## config.mk

```make
export PLATFORM = sky130hd
export DESIGN_NAME = qspi_dual_rx
export DESIGN_NICKNAME = d
export VERILOG_FILES = /design/src/rtl/qspi_rx_pkg.sv /design/src/rtl/qspi_rx_fifo.sv /design/src/rtl/qspi_dual_rx.sv
export SDC_FILE = /design/constraint.sdc
export NUM_CORES = 1
export LEC_CHECK = 0
export CAP_MARGIN = 25
export CORE_MARGIN = 2
export CORE_UTILIZATION = 40
export DETAILED_ROUTE_END_ITERATION = 16
export SYNTH_ARGS = -nofsm -noshare
export SYNTH_HDL_FRONTEND = slang
export SYNTH_SLANG_ARGS = --single-unit
```

## constraint.sdc

```tcl
create_clock -name clk -period 3.1 [get_ports clk]
set_input_delay 0.465 -clock clk [delete_from_list [all_inputs] [get_ports clk]]
set_output_delay 0.465 -clock clk [all_outputs]
set_load 0.01 [all_outputs]
```

## src/rtl/qspi_rx_pkg.sv

```systemverilog
// Shared constants and types for the dual-data QSPI receiver.
// Build macro QSPI_RX_FIFO_EN selects multi-entry receive storage (see qspi_dual_rx).
package qspi_rx_pkg;

    localparam int unsigned BITS_PER_EDGE  = 2;
    localparam int unsigned EDGES_PER_BYTE = 4;
    localparam int unsigned BYTE_W         = BITS_PER_EDGE * EDGES_PER_BYTE;
    localparam int unsigned CNT_W          = $clog2(EDGES_PER_BYTE);
    localparam int unsigned SHIFT_W        = BYTE_W - BITS_PER_EDGE;

    typedef logic [BYTE_W-1:0] rx_byte_t;

    typedef struct packed {
        logic     first;
        rx_byte_t data;
    } rx_entry_t;

    typedef enum logic {
        ST_IDLE   = 1'b0,
        ST_ACTIVE = 1'b1
    } rx_state_e;

endpackage

```

## src/rtl/qspi_rx_fifo.sv

```systemverilog
// Receive storage with push/pop and full/empty flags; DEPTH==1 builds a single holding register.
// A full store accepts a push only when a pop happens in the same cycle.
module qspi_rx_fifo
    import qspi_rx_pkg::*;
#(
    parameter int unsigned DEPTH = 4
) (
    input  logic      clk,
    input  logic      reset,
    input  logic      push_i,
    input  rx_entry_t din_i,
    input  logic      pop_i,
    output rx_entry_t dout_o,
    output logic      full_o,
    output logic      empty_o
);

    generate
        if (DEPTH == 1) begin : g_hold
            logic      full_q;
            rx_entry_t data_q;
            logic      wr_c;

            assign wr_c = push_i & (~full_q | pop_i);

            always_ff @(posedge clk or posedge reset) begin
                if (reset) begin
                    full_q <= 1'b0;
                    data_q <= '0;
                end else begin
                    if (wr_c) begin
                        data_q <= din_i;
                        full_q <= 1'b1;
                    end else if (pop_i) begin
                        full_q <= 1'b0;
                    end
                end
            end

            assign dout_o  = data_q;
            assign full_o  = full_q;
            assign empty_o = ~full_q;
        end else begin : g_ring
            localparam int unsigned PW = $clog2(DEPTH);
            localparam int unsigned CW = $clog2(DEPTH + 1);

            rx_entry_t         mem_q [DEPTH];
            logic [PW-1:0]     wptr_q;
            logic [PW-1:0]     rptr_q;
            logic [CW-1:0]     count_q;
            logic              full_c;
            logic              empty_c;
            logic              do_push_c;
            logic              do_pop_c;

            assign full_c    = (count_q == CW'(DEPTH));
            assign empty_c   = (count_q == '0);
            assign do_pop_c  = pop_i & ~empty_c;
            assign do_push_c = push_i & (~full_c | do_pop_c);

            always_ff @(posedge clk or posedge reset) begin
                if (reset) begin
                    for (int i = 0; i < int'(DEPTH); i++) begin
                        mem_q[i] <= '0;
                    end
                    wptr_q  <= '0;
                    rptr_q  <= '0;
                    count_q <= '0;
                end else begin
                    if (do_push_c) begin
                        mem_q[wptr_q] <= din_i;
                        wptr_q        <= wptr_q + PW'(1);
                    end
                    if (do_pop_c) begin
                        rptr_q <= rptr_q + PW'(1);
                    end
                    case ({do_push_c, do_pop_c})
                        2'b10:   count_q <= count_q + CW'(1);
                        2'b01:   count_q <= count_q - CW'(1);
                        default: count_q <= count_q;
                    endcase
                end
            end

            assign dout_o  = mem_q[rptr_q];
            assign full_o  = full_c;
            assign empty_o = empty_c;
        end
    endgenerate

endmodule

```

## src/rtl/qspi_dual_rx.sv

```systemverilog
// Dual-data QSPI receiver: synchronises raw pins, assembles bytes MSB-first, queues {first, byte}.
// Macro QSPI_RX_FIFO_EN: defined -> FIFO_DEPTH-entry FIFO; undefined -> single holding register.
module qspi_dual_rx
    import qspi_rx_pkg::*;
#(
    parameter int unsigned SYNC_STAGES = 2,
    parameter int unsigned FIFO_DEPTH  = 4
) (
    input  logic       clk,
    input  logic       reset,
    input  logic [1:0] io_qd_read,
    input  logic       io_ss,
    input  logic       io_sclk,
    output logic [7:0] rx_data,
    output logic       rx_valid,
    input  logic       rx_ready,
    output logic       rx_first,
    output logic       overrun,
    output logic       frame_active
);

`ifdef QSPI_RX_FIFO_EN
    localparam int unsigned STORE_DEPTH = FIFO_DEPTH;
`else
    // Single holding register; evaluates to 1 for any legal FIFO_DEPTH.
    localparam int unsigned STORE_DEPTH = FIFO_DEPTH / FIFO_DEPTH;
`endif

    logic [SYNC_STAGES-1:0]                    sclk_sync_q;
    logic [SYNC_STAGES-1:0]                    ss_sync_q;
    logic [SYNC_STAGES-1:0][BITS_PER_EDGE-1:0] qd_sync_q;

    // Identical-depth synchronisers keep sclk, ss and qd mutually aligned.
    always_ff @(posedge clk or posedge reset) begin
        if (reset) begin
            sclk_sync_q <= '0;
            ss_sync_q   <= '1;
            qd_sync_q   <= '0;
        end else begin
            sclk_sync_q <= {sclk_sync_q[SYNC_STAGES-2:0], io_sclk};
            ss_sync_q   <= {ss_sync_q[SYNC_STAGES-2:0], io_ss};
            qd_sync_q   <= {qd_sync_q[SYNC_STAGES-2:0], io_qd_read};
        end
    end

    logic                     sclk_prev_q;
    logic                     rise_q;
    logic                     ss_r_q;
    logic [BITS_PER_EDGE-1:0] qd_r_q;

    // Registered edge detect; ss and qd take the same extra stage to stay aligned with rise_q.
    always_ff @(posedge clk or posedge reset) begin
        if (reset) begin
            sclk_prev_q <= 1'b0;
            rise_q      <= 1'b0;
            ss_r_q      <= 1'b1;
            qd_r_q      <= '0;
        end else begin
            sclk_prev_q <= sclk_sync_q[SYNC_STAGES-1];
            rise_q      <= sclk_sync_q[SYNC_STAGES-1] & ~sclk_prev_q;
            ss_r_q      <= ss_sync_q[SYNC_STAGES-1];
            qd_r_q      <= qd_sync_q[SYNC_STAGES-1];
        end
    end

    rx_state_e          state_q;
    logic [CNT_W-1:0]   cnt_q;
    logic [SHIFT_W-1:0] shift_q;
    logic               first_q;
    logic               overrun_q;
    logic               frame_active_q;

    logic      push_c;
    logic      pop_c;
    logic      full_c;
    logic      empty_c;
    rx_entry_t push_entry_c;
    rx_entry_t head_c;

    assign push_c = (state_q == ST_ACTIVE) & ~ss_r_q & rise_q
                  & (cnt_q == CNT_W'(EDGES_PER_BYTE - 1));
    assign pop_c  = rx_ready & ~empty_c;

    assign push_entry_c.first = first_q;
    assign push_entry_c.data  = {shift_q, qd_r_q};

    always_ff @(posedge clk or posedge reset) begin
        if (reset) begin
            state_q        <= ST_IDLE;
            cnt_q          <= '0;
            shift_q        <= '0;
            first_q        <= 1'b0;
            overrun_q      <= 1'b0;
            frame_active_q <= 1'b0;
        end else begin
            case (state_q)
                ST_IDLE: begin
                    if (!ss_r_q) begin
                        state_q        <= ST_ACTIVE;
                        cnt_q          <= '0;
                        first_q        <= 1'b1;
                        overrun_q      <= 1'b0;
                        frame_active_q <= 1'b1;
                    end
                end
                ST_ACTIVE: begin
                    if (ss_r_q) begin
                        // Any partial byte is abandoned; the counter restarts next frame.
                        state_q        <= ST_IDLE;
                        cnt_q          <= '0;
                        frame_active_q <= 1'b0;
                    end else if (rise_q) begin
                        shift_q <= {shift_q[SHIFT_W-BITS_PER_EDGE-1:0], qd_r_q};
                        cnt_q   <= cnt_q + CNT_W'(1);
                        if (push_c) begin
                            first_q <= 1'b0;
                        end
                    end
                end
                default: state_q <= ST_IDLE;
            endcase
            if (push_c && full_c && !pop_c) begin
                overrun_q <= 1'b1;
            end
        end
    end

    qspi_rx_fifo #(
        .DEPTH (STORE_DEPTH)
    ) u_fifo (
        .clk     (clk),
        .reset   (reset),
        .push_i  (push_c),
        .din_i   (push_entry_c),
        .pop_i   (pop_c),
        .dout_o  (head_c),
        .full_o  (full_c),
        .empty_o (empty_c)
    );

    assign rx_data      = head_c.data;
    assign rx_first     = head_c.first;
    assign rx_valid     = ~empty_c;
    assign overrun      = overrun_q;
    assign frame_active = frame_active_q;

endmodule

```

[Yosys cells after proc, flatten, opt, wreduce, memory -nomap -nowiden]
Index checks and enable logic that the tools add are counted.
Widths: inputs -> output; s select.
Storage, ports and cells
  flip-flop bits (word level): 35
  latch bits: 0
  bits in writable memories: 0
  memory bits (read-only): 0
  input port bits: 7
  output and inout bits: 12
  word-level logic and storage cells: 64
  memories kept: 0
Operators by class
  $add $sub $neg: 1
  multiply operators: 0
  divide/modulo/power cells: 0
  magnitude comparators: 0
  eq/ne operators: 9
  shift-type cells: 0
  muxes and demuxes: 17
  bitwise gates (word level): 11
  reduce and logical (&&, ||, !) cells: 9
Operator list (count)
  $mux 1: 11
  $ne 2x2->1 const B: 4
  $and 1x1->1: 6
  $mux 2: 3
  $ne 2x1->1 const B: 3
  $reduce_and 2->1: 3
  $not 1->1: 4
  $pmux 1 s2: 2
  $pmux 2 s2: 1
  $reduce_and 4->1: 1
  $ne 3x3->1 const B: 1
  $reduce_and 3->1: 1
  $add 2x1->2 const B: 1
  $eq 2x2->1 const B: 1
  $logic_and 1x1->1: 2
  $reduce_bool 2->1: 1
  $logic_not 1->1: 1
  $or 1x1->1: 1

[Logic depth before layout (Yosys ltp)]
  word-level depth: 8
  mapped depth: 6
  gate-level depth less buffers: 5

[Cells and area by module]
A second synthesis with hierarchy kept.
Second synthesis, totals
  cell total of the unflattened synthesis: 83
  area total of the unflattened synthesis: 1261.2 µm²
Modules (own cells, without submodules)
  qspi_dual_rx: instances 1, cells an instance 59, area each 869.6 µm², seq. area each 629.4 µm²
  qspi_rx_fifo: instances 1, cells an instance 24, area each 391.6 µm², seq. area each 250.2 µm²

[Least setup slack after synthesis]
Ideal clock, no wire load.
  path type: register -> register
  start point: reg ss_r_q
  end point: reg u_fifo.g_hold.data_q, in the netlist u_fifo.dout_o[0]
  setup time: 0.125 ns
  arrival: 1.393 ns
  required time: 2.975 ns
  path slack: 1.582 ns
  cell stages (with the launch flop): 7
  buffers on the path: 1
  clock period less this slack: 1.518 ns
  cells stage by stage: dfstp_2 -> inv_1 -> ha_1 -> nand3_2 -> nor2b_4 -> buf_12 -> mux2_4
Between the ends
  cells in the longest elaborated chain, start to end: 5
RTL lines
  start: declaration: line qspi_dual_rx.sv:48  | logic ss_r_q;
  start signal: assignment: line qspi_dual_rx.sv:61  | ss_r_q <= ss_sync_q[SYNC_STAGES-1];
  $not 1->1 (no source line)
  $and 1x1->1 (2 in series): line qspi_dual_rx.sv:80  | assign push_c = (state_q == ST_ACTIVE) & ~ss_r_q & rise_q
  $and 1x1->1: line qspi_dual_rx.sv:81  | & (cnt_q == CNT_W'(EDGES_PER_BYTE - 1));
  $and 1x1->1: line qspi_rx_fifo.sv:24  | assign wr_c = push_i & (~full_q | pop_i);
  end signal: assignment: line qspi_rx_fifo.sv:32  | data_q <= din_i;
  end: declaration: line qspi_rx_fifo.sv:21  | rx_entry_t data_q;
No other way between the ends.
A chain may end at the register's enable or synchronous reset.

[Worst setup path after layout]
  start point: reg u_fifo.g_hold.data_q, in the netlist u_fifo.dout_o[0]
  end point: out rx_data[0]
RTL lines
  end: declaration: line qspi_dual_rx.sv:14  | output logic [7:0] rx_data,
No word-level cell between the ends.

==> insert_results.sql <==
INSERT INTO impl_metrics (metric_group, metric, value, unit) VALUES
('power_and_ir_drop', 'vdd.ir_drop.worst', '0.294', 'mV'),
('synth', 'synth_simple_gate_area_share', '6.67', '%'),
('sta', 'max_slew_margin', '71.5', '%'),
('worst_hold_path', 'hold_depth', '0', ''),
('cells_and_area', 'finalNonFillerCells', '149', ''),
('synth', 'synthesis.area', '0.00129', 'mm2'),
('cells_and_area', 'mostFrequentLayoutCell', 'sky130_fd_sc_hd__dfrtp_1', ''),
('cells_and_area', 'multi_input_area', '383', 'um2'),
('critical_path', 'worstSetupStartpointType', 'flop', ''),
('critical_path', 'critPathMaxFanout', '2', ''),
('clock_network', 'cts_buffer_depth', '2', ''),
('critical_path', 'wp_buf_inv', '1', ''),
('critical_path', 'path_cells', 'clkdlybuf4s50_1', ''),
('global_routing', 'grt_pass1_vias', '682', ''),
('critical_path', 'critPathTopFamily', 'buffers and inverters', ''),
('critical_path', 'r2r_start', 'state_q', ''),
('critical_path', 'r2r_slack', '1370', 'ps'),
('worst_hold_path', 'timing.hold.worst.class', 'reg -> reg', ''),
('clock_network', 'cts_setup_buffers', '0', ''),
('cells_and_area', 'final_nets', '114', ''),
('sta', 'final.setup_skew', '11.5', 'ps'),
('sta', 'final-max-slew-violation-count', '0', ''),
('sta', 'fmax', '580', 'MHz'),
('synth', 'synth_top_family_by_area', 'multiplexers', ''),
('cells_and_area', 'nFillCells', '291', ''),
('worst_hold_path', 'worst_hold_startpoint', 'qd_sync_q[3]', ''),
('synth', 'synthesized_area_divided_by_synthesized_cell_count', '16.4', 'um2'),
('sta', 'min_cycle_time_layout', '1730', 'ps'),
('clock_network', 'cts-buffers-inserted', '5', ''),
('placed_design', 'place.port_buffers', '18', ''),
('routing', 'post_drt_via_cell_ratio', '4.48', ''),
('die', 'ios', '19', ''),
('clock_network', 'cts_tree', 'yes', ''),
('clock_network', 'clkLatencyLatePin', '330', 'ps'),
('die', 'fp-row-count', '20', ''),
('status', 'outcome', 'finished clean', ''),
('sta', 'setup_repair_after_global_routing_missed_its_margin', 'false', ''),
('placed_design', 'dp_hpwl', '1190', 'um'),
('critical_path', 'cp_num_cells', '1', ''),
('clock_network', 'clkSlewWorstSetupHoldPaths', '100', 'ps'),
('power_and_ir_drop', 'leakage', '0.716', 'nW'),
('placed_design', 'gp_congestion', '0.742', ''),
('critical_path', 'end_kind', 'output port', ''),
('clock_network', 'cts_num_sinks', '35', ''),
('cells_and_area', 'ff_latch_area', '880', 'um2'),
('sta', 'number_of_setup_violations_in_the_final_report', '0', ''),
('synth', 'netlist-cell-type-count', '17', ''),
('global_routing', 'grt_first_pass_wirelength', '3150', 'um'),
('cells_and_area', 'mostFrequentLayoutCells', 'sky130_fd_sc_hd__dfrtp_1 (32), sky130_fd_sc_hd__clkdlybuf4s50_1 (18), sky130_fd_sc_hd__mux2_4 (9)', ''),
('synth', 'syn-num-nets', '89', ''),
('synth', 'synth.yosys.seq_area_share', '68.0', '%'),
('critical_path', 'critical_path_required', '2630', 'ps'),
('synth', 'synthMuxAreaShare', '17.3', '%'),
('die', 'die_x', '60.9', 'um'),
('critical_path', 'timing.critical_path.slowest_cell_delay', '550', 'ps'),
('clock_network', 'h-tree-depth', '2', ''),
('clock_network', 'cts-hold-fix-buffers', '0', ''),
('die', 'die_height', '60.9', 'um'),
('sta', 'worst-slew-pin-transition', '428', 'ps'),
('routing', 'drt_wl_total', '1910', 'um'),
('synth', 'synth_fa_ha_area_share', '2.90', '%'),
('critical_path', 'cell_count_of_the_worst_reg_to_reg_path', '4', ''),
('cells_and_area', 'layout-drive-gt1-share', '27.6', '%'),
('routing', 'first_iter_violations', '17', ''),
('routing', 'first_pass_iters', '4', ''),
('sta', 'hold_violations', '0', ''),
('worst_hold_path', 'hold_end', 'qd_r_q[1]', ''),
('placed_design', 'place.detailed.instances', '141', ''),
('synth', 'fraction_of_the_mapped_netlist_area_in_compound_gates', '2.71', '%'),
('power_and_ir_drop', 'cellPowerDensity', '516', 'mW/mm2'),
('cells_and_area', 'antenna_cells_inserted', '0', '');
[flip-flops by register name, summed over array words and instances, names as in the netlist]
| name | cells |
|---|---|
| ss_r_q | 1 |
| ss_sync_q | 2 |
| sclk_prev_q | 1 |
| cnt_q | 2 |
| u_fifo.dout_o | 9 |
| overrun | 1 |
| frame_active | 1 |
| qd_r_q | 2 |
| qd_sync_q | 4 |
| rise_q | 1 |
| u_fifo.full_o | 1 |
| sclk_sync_q | 2 |
| first_q | 1 |
| state_q | 1 |
| shift_q | 6 |
[synthesized netlist by cell type]
| cell type | n | area share (%) |
|---|---|---|
| sky130_fd_sc_hd__buf_12 | 1 | 1.5 |
| sky130_fd_sc_hd__dfrtp_1 | 32 | 62 |
| sky130_fd_sc_hd__dfstp_2 | 3 | 6.1 |
| sky130_fd_sc_hd__ha_1 | 3 | 2.9 |
| sky130_fd_sc_hd__inv_1 | 3 | 0.87 |
| sky130_fd_sc_hd__mux2_2 | 7 | 6.1 |
| sky130_fd_sc_hd__mux2_4 | 9 | 10 |
| sky130_fd_sc_hd__mux2i_1 | 1 | 0.77 |
| sky130_fd_sc_hd__nand2_1 | 3 | 0.87 |
| sky130_fd_sc_hd__nand2b_1 | 1 | 0.48 |
| sky130_fd_sc_hd__nand3_2 | 2 | 1.5 |
| sky130_fd_sc_hd__nor2_1 | 2 | 0.58 |
| sky130_fd_sc_hd__nor2b_1 | 2 | 0.97 |
| sky130_fd_sc_hd__nor2b_4 | 1 | 1.1 |
| sky130_fd_sc_hd__nor3b_1 | 1 | 0.58 |
| sky130_fd_sc_hd__o21ai_0 | 7 | 2.7 |
| sky130_fd_sc_hd__or2b_1 | 1 | 0.58 |
[worst reg2reg max path, cell delays in order (launching register included)]
cell,delay [ps]
sky130_fd_sc_hd__dfrtp_1,530
sky130_fd_sc_hd__ha_1,230
sky130_fd_sc_hd__nand3_2,130
sky130_fd_sc_hd__nor2b_4,380
sky130_fd_sc_hd__mux2_4,340
[through the flow]
step	setup slack, ps	instance area [um2]	hold WS [ps]	util [%]
global route	1280	1570	366	51.3
floorplan	1580	1290	331	-
detailed placement	1180	1520	336	49.7
global placement	1220	1520	334	49.7
CTS	1350	1570	359	51.3
finish	1370	1570	359	51.3
[final cells by class]
class | instances | share of cell area (%)
clock buffers | 7 | 2.88
clock inverters | 1 | 0.319
inverters | 3 | 0.719
multi-input cells | 40 | 24.4
flip-flops and latches | 35 | 56.2
well taps | 44 | 3.51
repair buffers | 19 | 12.0
[power breakdown]
group	switching [mW]	total (mW)	internal [mW]
registers	0.0250	0.522	0.497
clock network	0.138	0.226	0.0883
logic	0.0219	0.0596	0.0377
total	0.185	0.808	0.623
[worst max path at each step]
stage                             to             start  slack, ps
detailed placement  u_fifo.dout_o[5]          rx_ready       1180
global placement    u_fifo.dout_o[0]          rx_ready       1220
floorplan           u_fifo.dout_o[0]            ss_r_q       1580
global route        u_fifo.dout_o[4]           state_q       1280
finish                    rx_data[0]  u_fifo.dout_o[0]       1370
CTS                       rx_data[3]  u_fifo.dout_o[3]       1350
[layer usage]
metal | GRT usage, % | wire (um) | vias up
met1 | 15.9 | 864 | 328
met5 | 0 | 0 | -
met3 | 5.12 | 102 | 4
met4 | 8.39 | 44 | 0
li1 | - | - | 315
met2 | 18.0 | 893 | 20
[cell families after synthesis]
logic type	after synthesis
simple gates	13
fa+ha+maj	3
compound gates	7
buf+inv	4
flops	35
mux	17
Note: power is estimated with default switching activity, not from simulation.
